### src/rtl/sweep_capture_ctrl.sv
// Sweep/capture sequencer for the phase-accumulator down-sampler feeding the FFT buffer.
// Programs each control word, resets the down-sampler, skips settling strobes, writes one frame, and waits for the FFT ack.
`timescale 1ns/1ps
module sweep_capture_ctrl #(
  parameter int N_LOG2       = 10,
  parameter int SETTLE_EDGES = 4,
  parameter int RST_CYC      = 2,
  parameter int TIMEOUT      = 1048576
) (
  input  logic              clk_AD,
  input  logic              rst_n,
  input  logic              start,
  input  logic              abort,
  input  logic [31:0]       fre_base,
  input  logic [31:0]       fre_step,
  input  logic [7:0]        num_steps,
  input  logic              clk_sample,
  input  logic [11:0]       data_in,
  output logic [31:0]       sample_fre,
  output logic              ds_rst_n,
  output logic              wr_en,
  output logic [N_LOG2-1:0] wr_addr,
  output logic [11:0]       wr_data,
  output logic              frame_valid,
  input  logic              frame_ack,
  output logic [7:0]        step_idx,
  output logic              busy,
  output logic              timeout_err
);

  localparam int CNT_MAX = (RST_CYC > SETTLE_EDGES) ? RST_CYC : SETTLE_EDGES;
  localparam int CNT_W   = $clog2(CNT_MAX + 1);
  localparam int WD_W    = $clog2(TIMEOUT + 1);
  localparam logic [CNT_W-1:0]  RST_LAST    = CNT_W'(RST_CYC - 1);
  localparam logic [CNT_W-1:0]  SETTLE_LAST = CNT_W'(SETTLE_EDGES - 1);
  localparam logic [WD_W-1:0]   WD_LAST     = WD_W'(TIMEOUT - 1);
  localparam logic [N_LOG2-1:0] ADDR_LAST   = '1;

  typedef enum logic [2:0] {
    S_IDLE,
    S_CONFIG,
    S_SETTLE,
    S_CAPTURE,
    S_WAIT_ACK
  } state_t;

  state_t              r_state, w_state_next;
  logic                r_cs_d, w_cs_d_next;
  logic                r_edge_d, w_edge_d_next;
  logic [CNT_W-1:0]    r_cnt, w_cnt_next;
  logic [N_LOG2-1:0]   r_addr_cnt, w_addr_cnt_next;
  logic [WD_W-1:0]     r_wdog, w_wdog_next;
  logic [31:0]         r_sample_fre, w_sample_fre_next;
  logic [31:0]         r_fre_step, w_fre_step_next;
  logic [7:0]          r_eff_steps, w_eff_steps_next;
  logic [7:0]          r_step_idx, w_step_idx_next;
  logic                r_ds_rst_n, w_ds_rst_n_next;
  logic                r_wr_en, w_wr_en_next;
  logic [N_LOG2-1:0]   r_wr_addr, w_wr_addr_next;
  logic [11:0]         r_wr_data, w_wr_data_next;
  logic                r_frame_valid, w_frame_valid_next;
  logic                r_timeout_err, w_timeout_err_next;

  logic                w_edge;
  logic                w_watch;
  logic                w_timeout;
  logic                w_last_step;

  assign w_edge      = clk_sample & ~r_cs_d;
  assign w_watch     = (r_state == S_SETTLE) || (r_state == S_CAPTURE);
  assign w_timeout   = w_watch && (r_wdog == WD_LAST);
  assign w_last_step = (({1'b0, r_step_idx} + 9'd1) == {1'b0, r_eff_steps});

  always_ff @(posedge clk_AD) begin
    if (!rst_n) begin
      r_state <= S_IDLE;
    end else begin
      r_state <= w_state_next;
    end
  end

  always_ff @(posedge clk_AD) begin
    if (!rst_n) begin
      r_cs_d        <= 1'b1;
      r_edge_d      <= 1'b0;
      r_cnt         <= '0;
      r_addr_cnt    <= '0;
      r_wdog        <= '0;
      r_sample_fre  <= '0;
      r_fre_step    <= '0;
      r_eff_steps   <= 8'd1;
      r_step_idx    <= '0;
      r_ds_rst_n    <= 1'b1;
      r_wr_en       <= 1'b0;
      r_wr_addr     <= '0;
      r_wr_data     <= '0;
      r_frame_valid <= 1'b0;
      r_timeout_err <= 1'b0;
    end else begin
      r_cs_d        <= w_cs_d_next;
      r_edge_d      <= w_edge_d_next;
      r_cnt         <= w_cnt_next;
      r_addr_cnt    <= w_addr_cnt_next;
      r_wdog        <= w_wdog_next;
      r_sample_fre  <= w_sample_fre_next;
      r_fre_step    <= w_fre_step_next;
      r_eff_steps   <= w_eff_steps_next;
      r_step_idx    <= w_step_idx_next;
      r_ds_rst_n    <= w_ds_rst_n_next;
      r_wr_en       <= w_wr_en_next;
      r_wr_addr     <= w_wr_addr_next;
      r_wr_data     <= w_wr_data_next;
      r_frame_valid <= w_frame_valid_next;
      r_timeout_err <= w_timeout_err_next;
    end
  end

  always_comb begin
    w_state_next       = r_state;
    w_cs_d_next        = clk_sample;
    w_edge_d_next      = w_edge;
    w_cnt_next         = r_cnt;
    w_addr_cnt_next    = r_addr_cnt;
    w_wdog_next        = (w_watch && !w_edge) ? (r_wdog + WD_W'(1)) : '0;
    w_sample_fre_next  = r_sample_fre;
    w_fre_step_next    = r_fre_step;
    w_eff_steps_next   = r_eff_steps;
    w_step_idx_next    = r_step_idx;
    w_ds_rst_n_next    = r_ds_rst_n;
    w_wr_en_next       = 1'b0;
    w_wr_addr_next     = r_wr_addr;
    w_wr_data_next     = r_wr_data;
    w_frame_valid_next = r_frame_valid;
    w_timeout_err_next = r_timeout_err;

    if (abort) begin
      // Abort also swallows a coincident start: nothing gets latched.
      w_state_next       = S_IDLE;
      w_ds_rst_n_next    = 1'b1;
      w_frame_valid_next = 1'b0;
    end else begin
      case (r_state)
        S_IDLE: begin
          w_ds_rst_n_next = 1'b1;
          if (start) begin
            w_sample_fre_next  = fre_base;
            w_fre_step_next    = fre_step;
            w_eff_steps_next   = (num_steps == 8'd0) ? 8'd1 : num_steps;
            w_step_idx_next    = '0;
            w_timeout_err_next = 1'b0;
            w_cnt_next         = '0;
            w_ds_rst_n_next    = 1'b0;
            w_state_next       = S_CONFIG;
          end
        end

        S_CONFIG: begin
          // Forcing the history high masks the strobe line while the down-sampler restarts.
          w_cs_d_next   = 1'b1;
          w_edge_d_next = 1'b0;
          if (r_cnt == RST_LAST) begin
            w_cnt_next      = '0;
            w_ds_rst_n_next = 1'b1;
            w_state_next    = S_SETTLE;
          end else begin
            w_cnt_next = r_cnt + CNT_W'(1);
          end
        end

        S_SETTLE: begin
          if (w_timeout) begin
            w_timeout_err_next = 1'b1;
            w_state_next       = S_IDLE;
          end else if (r_edge_d) begin
            if (r_cnt == SETTLE_LAST) begin
              w_cnt_next      = '0;
              w_addr_cnt_next = '0;
              w_wr_addr_next  = '0;
              w_wdog_next     = '0;
              w_state_next    = S_CAPTURE;
            end else begin
              w_cnt_next = r_cnt + CNT_W'(1);
            end
          end
        end

        S_CAPTURE: begin
          if (w_timeout) begin
            w_timeout_err_next = 1'b1;
            w_state_next       = S_IDLE;
          end else if (r_edge_d) begin
            w_wr_en_next    = 1'b1;
            w_wr_data_next  = data_in;
            w_wr_addr_next  = r_addr_cnt;
            w_addr_cnt_next = r_addr_cnt + N_LOG2'(1);
            if (r_addr_cnt == ADDR_LAST) begin
              w_frame_valid_next = 1'b1;
              w_state_next       = S_WAIT_ACK;
            end
          end
        end

        S_WAIT_ACK: begin
          if (frame_ack) begin
            w_frame_valid_next = 1'b0;
            if (w_last_step) begin
              w_state_next = S_IDLE;
            end else begin
              w_step_idx_next   = r_step_idx + 8'd1;
              w_sample_fre_next = r_sample_fre + r_fre_step;
              w_cnt_next        = '0;
              w_ds_rst_n_next   = 1'b0;
              w_state_next      = S_CONFIG;
            end
          end
        end

        default: begin
          w_state_next    = S_IDLE;
          w_ds_rst_n_next = 1'b1;
        end
      endcase
    end
  end

  assign sample_fre  = r_sample_fre;
  assign ds_rst_n    = r_ds_rst_n;
  assign wr_en       = r_wr_en;
  assign wr_addr     = r_wr_addr;
  assign wr_data     = r_wr_data;
  assign frame_valid = r_frame_valid;
  assign step_idx    = r_step_idx;
  assign busy        = (r_state != S_IDLE);
  assign timeout_err = r_timeout_err;

endmodule

### config.mk
export PLATFORM = sky130hd
export DESIGN_NAME = sweep_capture_ctrl
export DESIGN_NICKNAME = d
export VERILOG_FILES = /design/src/rtl/sweep_capture_ctrl.sv
export SDC_FILE = /design/constraint.sdc
export NUM_CORES = 1
export LEC_CHECK = 0
export ABC_AREA = 1
export CORE_ASPECT_RATIO = 1.4
export CORE_MARGIN = 4
export CORE_UTILIZATION = 50
export CTS_BUF_LIST = sky130_fd_sc_hd__clkbuf_8
export DETAILED_ROUTE_END_ITERATION = 8
export PLACE_DENSITY = 0.9
export SYNTH_ARGS = -nofsm -noshare
export SYNTH_HDL_FRONTEND = slang
export SYNTH_SLANG_ARGS = --single-unit
export TNS_END_PERCENT = 20
### constraint.sdc
create_clock -name clk_AD -period 1.9 [get_ports clk_AD]
set_input_delay 0.475 -clock clk_AD [delete_from_list [all_inputs] [get_ports clk_AD]]
set_output_delay 0.475 -clock clk_AD [all_outputs]
set_load 0.01 [all_outputs]
# [Word-level counts from Yosys, hierarchy flattened]
# Cells that the tools add are included.
[word_totals] regBits=145 input_bits=90 output_inout_bits=67 word_cells=138
[classes] addsub=6 n_eq_ne=24 mux=61 bitwise_logic=7 n_reduce_logical=24
[op_table] cell="two-way mux 21 bit" count=6
[op_table] cell="two-way mux 32 bit" count=3
[op_table] cell="two-way mux 10 bit" count=7
[op_table] cell="case mux 32 bit (2 select lines)" count=1
[op_table] cell="two-way mux 3 bit" count=16
[op_table] cell="case mux 10 bit (2 select lines)" count=2
[op_table] cell="adder 32 bit" count=1
[op_table] cell="two-way mux 8 bit" count=4
[op_table] cell="adder 21 x 1 -> 21 bit, second input constant" count=1
[op_table] cell="equality test 21 x 20 -> 1 bit, second input constant" count=1
[op_table] cell="AND reduction 7 bit" count=3
[op_table] cell="two-way mux 1 bit" count=16
[op_table] cell="inequality test 2 bit, second input constant" count=8
[op_table] cell="case mux 8 bit (2 select lines)" count=1
[op_table] cell="case mux 3 bit (5 select lines)" count=1
[op_table] cell="case mux 3 bit (4 select lines)" count=1
[op_table] cell="AND reduction 4 bit" count=3
[op_table] cell="adder 10 x 1 -> 10 bit, second input constant" count=1
[op_table] cell="equality test 10 bit, second input constant" count=1
[op_table] cell="AND reduction 5 bit" count=2
[op_table] cell="adder 8 x 1 -> 9 bit, second input constant" count=1
[op_table] cell="equality test 3 x 2 -> 1 bit, second input constant" count=3
[op_table] cell="equality test 9 x 8 -> 1 bit" count=1
[op_table] cell="adder 8 x 1 -> 8 bit, second input constant" count=1
[op_table] cell="21 further kinds" count=37

# [Logic depth before layout (Yosys ltp)]
# Gate-level depths: netlist of the first run.
[logic_depth] depth_word=10 ltp_mapped=16

# [Least setup slack after synthesis of the first run]
# OpenSTA, ideal clock, no wires.
[synth_path] path_kind="register to register" from="reg r_sample_fre[0] (netlist: sample_fre[0])" to="reg r_sample_fre[14] (netlist: sample_fre[14])" setup_time_ns=0.133 arrival_ns=1.980 t_required_ns=1.767 path_slack_ns=-0.213 path_stages_with_launch=14 n_path_buf=0 period_less_slack_ns=2.113 path_cell_list="dfxtp_1 > ha_1 > fa_1 > nand3_1 > nand3_1 > nand2_1 > nand2_1 > nand2_1 > nand2_1 > or2_2 > nand3_1 > nand2_1 > nand2_1 > a21oi_2"
[synth_via] elab_chain_cells=4
[synth_rtl] element="start: declaration" line_no="53" rtl="logic [31:0] r_sample_fre, w_sample_fre_next;"
[synth_rtl] element="start signal: assignment" line_no="105" rtl="r_sample_fre <= w_sample_fre_next;"
[synth_rtl] element="adder 32 bit" line_no="210" rtl="w_sample_fre_next = r_sample_fre + r_fre_step;"
[synth_rtl] element="two-way mux 32 bit" line_no="206" rtl="if (w_last_step) begin"
[synth_rtl] element="two-way mux 32 bit" line_no="204" rtl="if (frame_ack) begin"
[synth_rtl] element="case mux 32 bit (2 select lines)" line_no="142" rtl="case (r_state)"
# No other way between the ends. The select of a mux whose other input is x is not followed.
# A chain may end at the register's enable or synchronous reset.

# [Worst setup path after layout of the first run]
[layout_path] from="reg r_wdog[0]" to="reg r_wr_addr[8] (netlist: wr_addr[8])"
[layout_via] elab_chain_cells=4
[layout_rtl] element="start: declaration" line_no="52" rtl="logic [WD_W-1:0] r_wdog, w_wdog_next;"
[layout_rtl] element="start signal: assignment" line_no="104" rtl="r_wdog <= w_wdog_next;"
[layout_rtl] element="equality test 21 x 20 -> 1 bit *" line_no="71" rtl="assign w_timeout = w_watch && (r_wdog == WD_LAST);"
[layout_rtl] element="logical AND 1 bit *" line_no="71"
[layout_rtl] element="inequality test 2 bit (no source line)"
[layout_rtl] element="AND reduction 7 bit (no source line) *"
[layout_rtl] element="end signal: assignment" line_no="111" rtl="r_wr_addr <= w_wr_addr_next;"
[layout_rtl] element="end: declaration" line_no="59" rtl="logic [N_LOG2-1:0] r_wr_addr, w_wr_addr_next;"
# Every way passes the cells marked *; elsewhere a longest branch is shown, timed or not.

==> results of run 1 <==
## cell families after synthesis
group                      after synthesis
adders and majority gates               39
buffers and inverters                  226
xor gates and xnor gates                24
AOI/OAI and AO/OA                      191
DFF                                    145
and+or+nand+nor                        808
## timing repair
action	in CTS	in global routing
pin swaps	12	22
endpoints found under the setup margin	136	103
hold buffers	0	0
hold endpoints to repair	0	0
gates resized for setup	72	120
cloned	1	4
buffers inserted	3	3
## sequential cells by signal, indices dropped and copies added, names as in the netlist, 8 cells and up
name	cells
r_addr_cnt	10
r_eff_steps	8
r_fre_step	32
r_wdog	21
sample_fre	32
step_idx	8
wr_addr	10
wr_data	12
## per-stage QoR
step	hold WS, ps	util	instance area (um2)	worst slack (ps)	power (uW)
after detailed placement	419.8	0.6723	11750	-134.2	4902
after floorplan	398.2	-	8999	-65.14	4124
after CTS	358.8	0.7034	12290	-163.0	7494
after global routing	423.8	0.7367	12870	-370.2	7959
after global placement	407.3	0.6723	11750	-82.90	4859
final	420.3	0.7367	12870	-207.2	7666
## how the worst max path moves through the flow
stage / start / to / slack [ps] / cells past startpoint
final: r_wdog[0]$_SDFF_PN0_ / wr_addr[8]$_SDFFE_PN0P_ / -210 / 14
after CTS: step_idx[0]$_SDFFE_PN0P_ / sample_fre[7]$_SDFFE_PN0P_ / -160 / 17
after floorplan: sample_fre[0]$_SDFFE_PN0P_ / sample_fre[14]$_SDFFE_PN0P_ / -70 / 13
after global placement: r_fre_step[0]$_SDFFE_PN0P_ / sample_fre[14]$_SDFFE_PN0P_ / -80 / 13
after detailed placement: r_fre_step[0]$_SDFFE_PN0P_ / sample_fre[14]$_SDFFE_PN0P_ / -130 / 13
after global routing: r_wdog[0]$_SDFF_PN0_ / wr_addr[0]$_SDFFE_PN0P_ / -370 / 12
## layout make-up
cell class	count	area, um2	share of cell area
Tap cell	236	295.3	0.02294
Clock inverter	11	138.9	0.01079
Timing Repair Buffer	308	2844	0.2209
Inverter	180	675.6	0.05249
Clock buffer	20	275.3	0.02138
Sequential cell	145	2923	0.2271
Multi-Input combinational cell	1062	5720	0.4444
## worst reg2reg max path, cell delays in order, from the launching register on
cell	delay, ps
dfxtp_2	380
ha_4	160
nand2_2	60
nor2_2	90
nand4_1	140
nor2_2	220
nand2_2	90
nand2_2	80
nor2_2	50
nand2_2	110
nand2_4	90
nand2_4	110
buf_12	130
nor2_1	70
nor3_2	230
## per-layer routing
layer,vias to the layer above,track usage
li1,5102,-
met1,4940,0.2892
met2,571,0.5552
met3,200,0.05868
met4,4,0.1555
met5,-,0
## layout by cell type, fill, tap and decap left out, drive strengths merged, types with 7 or more instances in the layout
cell type        n
buf            150
xnor2           14
nand2          444
dlygate4sd2     38
nor3            30
nor2           203
clkdlybuf4s50  113
dfxtp          145
a21oi          106
clkbuf          23
xor2            10
nand4           15
inv            182
nand3b           7
o21ai           72
nand3           93
ha              38
## where the power goes
group / leakage (uW) / switching (uW) / internal (uW)
clock: 0.000209 / 1260 / 1380
sequential: 0.00119 / 113 / 3170
combinational: 0.00469 / 911 / 826
total: 0.00609 / 2280 / 5380
==> flow_summary.ini, run 1 <==
[floorplan]
std_cell_rows = 57
die_w_um = 121.3
floorplan.initialDensity = 0.5139
die_h_um = 166.6
fp.dieArea_um2 = 20200
io_pins = 157
coreArea_um2 = 17470

[final_layout]
fin_nets = 1843
final_cells = 1962
area_growth_pct = 43.35
fill_cells = 1254
antennaDiodeCount = 0
drive_gt1_frac = 0.2039

[clocking]
cts-root-buf = clkbuf_8
clock_sinks = 145
htree_levels = 4
clk_pin_slew_worst_paths_ps = 80
cts_made_buffers = 17
clockBufferDepth = 2
tritoncts = yes
clk_latency_ps = 470

[routing]
drt-initial-drc-count = 879
dr_total_vias = 10820
highest_layer = met5
ant_nets = 0
dr_wl_met3_um = 2184
route.detailed.drc = 0
met2_length_um = 17340
drt-wirelength-per-cell_um = 16.83
wl_met1_um = 11280
vias_per_cell = 5.513
first_pass_iters = 6
totalWireLength_um = 33030

[synth]
synth_edf_count = 0
yosys_warnings = 0
synthMuxAreaShare = 0
synth_top_family_by_area = simple AND/OR/NAND/NOR gates
synth_top_cell_area_share = 0.3233
synth-simple-area-share = 0.3808
ys_seq_elements = 145
synthTopCellsByCount = nand2_1, nor2_1, inv_1
synth_fa_ha_area_frac = 0.05518
ys_async_sr_fraction = 0
syn_avg_cell_area_um2 = 6.266
synthFlopType = dfxtp_1
yosysSeqAreaShare = 0.3233
yosys.cell_types.count = 43
syn-num-nets = 1562
ys_top_cells_by_area = dfxtp_1, nand2_1, nor2_1, inv_1, a21oi_1
syn-cell-area_um2 = 8980
synth_compound_area_frac = 0.1148
synth.most_common_cell = nand2_1
synthXorXnorAreaFrac = 0.02341
synth_top_area_cell = dfxtp_1
syn_inst = 1433

[worst_setup_path]
r2r_start = r_wdog[0]$_SDFF_PN0_
rr_worst_depth = 14
critPathKind = flop to flop
reg2reg_slack_ps = -210
slowest_stage = dfxtp_2
crit_chain = ha_4 > nand2_2 > nor2_2 > nand4_1 > nor2_2 > nand2_2 > nand2_2 > nor2_2 > nand2_2 > nand2_4 > nand2_4 > buf_12 > nor2_1 > nor3_2
critPathMaxFanout = 10
setup.worst_path.end_class = flop
r2r_end = wr_addr[8]$_SDFFE_PN0P_
cp.required_ps = 2280
worstPathArrival_ps = 2490
critPathTopFamily = simple AND/OR/NAND/NOR gates
cpPeakStageDelay_ps = 380
crit_buf_inv = 1
start_kind = flop
cpMostUsedCell = nand2_2

[sta]
finalSetupViolCount = 100
relSlewSlack = 0.7116
post-route-period-util = 1.109
finalHoldViolCount = 0
rsz0062_at_grt = yes
fmax_mhz = 474.6
fin_crit_ps = 2107
finalSetupTns_ps = -12510
worst_slack_ps = -207.2
worst_pin_slew_ps = 428.7
final_max_slew_viol_count = 0
finClkSkew_ps = 19.49

[hold_path]
hold_class = input pin to flop
worstHoldStart = rst_n
hold_depth = 3
worstHoldEndpoint = r_wdog[2]$_SDFF_PN0_

[place]
dp_hpwl_um = 21810
gp_congestion = 1.014
dp.cells = 1921
port_buffers = 156

[global_route]
grt_first_pass_wirelength_um = 47930
grt_max_degree = 34
antenna_found_initial = 2
grt_usage = 0.2913
grt_pass1_vias = 10570
grt.overflow.total = 0

[power]
power_density_nw_per_um2 = 595.5
power.leakage_uw = 0.006091
ir_drop_mv = 0.5342

[job]
maxCapViolCount = 0

[run_status]
status = complete, but fails checks
violations = negative setup slack
Power figures use the tool's default switching activity.
==> inputs of run 2 (changes only) <==
--- a/config.mk
+++ b/config.mk
@@ -11,7 +11,8 @@
 export CORE_UTILIZATION = 50
 export CTS_BUF_LIST = sky130_fd_sc_hd__clkbuf_8
 export DETAILED_ROUTE_END_ITERATION = 8
-export PLACE_DENSITY = 0.9
+export GPL_ROUTABILITY_DRIVEN = 0
+export PLACE_DENSITY = 0.87
 export SYNTH_ARGS = -nofsm -noshare
 export SYNTH_HDL_FRONTEND = slang
 export SYNTH_SLANG_ARGS = --single-unit
==> constraint.sdc (replaced) <==
create_clock -name clk_AD -period 2.2 [get_ports clk_AD]
set_input_delay 0.55 -clock clk_AD [delete_from_list [all_inputs] [get_ports clk_AD]]
set_output_delay 0.55 -clock clk_AD [all_outputs]
set_load 0.01 [all_outputs]
==> run 2 against run 1 <==
Compared with the run above:
- the run now ends clean
- largest cell class unchanged
- register-to-register slack better by 270 ps
- largest power group unchanged
- worst hold slack improved by 3.5 ps
- critical path type unchanged
- setup slack improved by 270 ps
- critical path depth unchanged
- highest routed layer is now met4
- final cell count shrank 5.8%
- count of clock-buffer cells in the layout fell by 3
==> flow_summary.ini, run 2 (same netlist as run 1, synthesis figures left out) <==
[run_status]
status = finished clean

[sta]
rsz0062_at_grt = yes
relSlewSlack = 0.5951
fmax_mhz = 467.2
worst_pin_slew_ps = 606.6
fin_crit_ps = 2141
final_max_slew_viol_count = 0
finalHoldViolCount = 0
finalSetupViolCount = 0
worst_slack_ps = 59.46
post-route-period-util = 0.9730
finClkSkew_ps = 14.98
whs_ps = 423.9

[power]
clkPwrFrac = 0.346
power_density_nw_per_um2 = 540.6
power_switching_share = 0.3191
power_switching_uw = 1993
comb_power_share = 0.199
ir_drop_mv = 0.3662
power.leakage_uw = 0.005264
p_int_uw = 4251
sequentialPowerShare = 0.455

[worst_setup_path]
reg2reg_slack_ps = 60
critPathKind = flop to flop
critPathMaxFanout = 8
cp.required_ps = 2600
setup.worst_path.end_class = flop
start_kind = flop
worstPathArrival_ps = 2540

[place]
port_buffers = 156
dp_hpwl_um = 19590
place_area_um2 = 10890
preCtsSetupSlack_ps = 6.081

[floorplan]
std_cell_rows = 57
die_h_um = 166.6
io_pins = 157
coreArea_um2 = 17470
fp.dieArea_um2 = 20200
floorplan.initialDensity = 0.5139
die_w_um = 121.3

[routing]
vias_per_cell = 5.374
drt-initial-drc-count = 719
ant_nets = 0
route.detailed.drc = 0
totalWireLength_um = 27460
drt-wirelength-per-cell_um = 14.86
dr_total_vias = 9931
first_pass_iters = 6

[clocking]
cts-root-buf = clkbuf_8
cts_made_buffers = 17
cts.hold.buffers_added = 0
clock_sinks = 145
htree_levels = 4
clk_pin_slew_worst_paths_ps = 100
clk_latency_ps = 470
clockBufferDepth = 2
tritoncts = yes

[final_layout]
drive_gt1_frac = 0.1024
fin_area_um2 = 11550
antennaDiodeCount = 0
fin_nets = 1728
mostFrequentLayoutCells = nand2_1, nor2_1, inv_1, clkdlybuf4s50_1, dfxtp_1
fill_cells = 1468
area_growth_pct = 28.61
final_common_cell = nand2_1

[job]
maxCapViolCount = 0

[global_route]
grt_pass1_vias = 9630
grt_max_degree = 51
antenna_found_initial = 0
grt_first_pass_wirelength_um = 42980
grt_usage = 0.2579
grt.overflow.total = 0

[hold_path]
hold_class = flop to flop
==> run 2: power groups by stage <==
stage               Combinational [uW]  Clock, uW  Sequential, uW
finish                            1240       2160            2840
global placement                  1130          0            2890
floorplan                          664          0            2900
CTS                               1170       2180            2830
detailed placement                1160          0            2890
global route                      1370       2300            2850
==> run 2: final timing paths <==
path,to,from,depth (start not counted)
hold / removal,r_wdog[0]$_SDFF_PN0_,r_wdog[0]$_SDFF_PN0_,1
hold reg to reg,r_wdog[0]$_SDFF_PN0_,r_wdog[0]$_SDFF_PN0_,1
setup reg to reg,sample_fre[0]$_SDFFE_PN0P_,step_idx[1]$_SDFFE_PN0P_,14
setup / recovery,sample_fre[0]$_SDFFE_PN0P_,step_idx[1]$_SDFFE_PN0P_,14
==> run 2: layout make-up <==
cell class	instances	area (um2)	share of cell area
repair buffers	193	1959	0.1697
flip-flops and latches	145	2913	0.2522
inverters	180	675.6	0.05850
clock inverters	15	166.4	0.01441
clock buffers	17	234.0	0.02026
multi-input cells	1062	5305	0.4594
well taps	236	295.3	0.02557
==> run 2: critical path, stage by stage, from the launching register on <==
cell and delay [ps]:
dfxtp_4 380, buf_6 120, nand2_2 60, nor2_4 160, nand2_1 100, nand2_1 100, nand3_1 80, nand2_1 90
nor2_2 60, nand4_4 140, nand2_4 70, nor2_4 280, clkbuf_16 240, nand2_1 50, a21oi_1 130
==> run 2: layer usage <==
layer | routed length (um) | track usage | part of all wire
met1 | 10270 | 0.2765 | 0.37
met2 | 14330 | 0.4802 | 0.52
met3 | 1520 | 0.03935 | 0.055
met4 | 1336 | 0.1321 | 0.049
met5 | 0 | 0 | 0
==> run 2: what timing repair did <==
action / in CTS / in global routing
setup endpoints to repair: 2 / 65
pin swaps: 0 / 6
buffers inserted: 0 / 1
gates cloned: 0 / 4
gates resized for setup: 4 / 52
==> run 2: metrics by stage <==
step,utilization,TNS (ps),cells,total power (uW)
finish,0.6609,0,1848,6244
global route,0.6609,-808.4,1848,6522
CTS,0.6466,0,1843,6185
detailed placement,0.6232,0,1811,4053
global placement,0.6232,0,1811,4024
floorplan,-,0,1433,3559
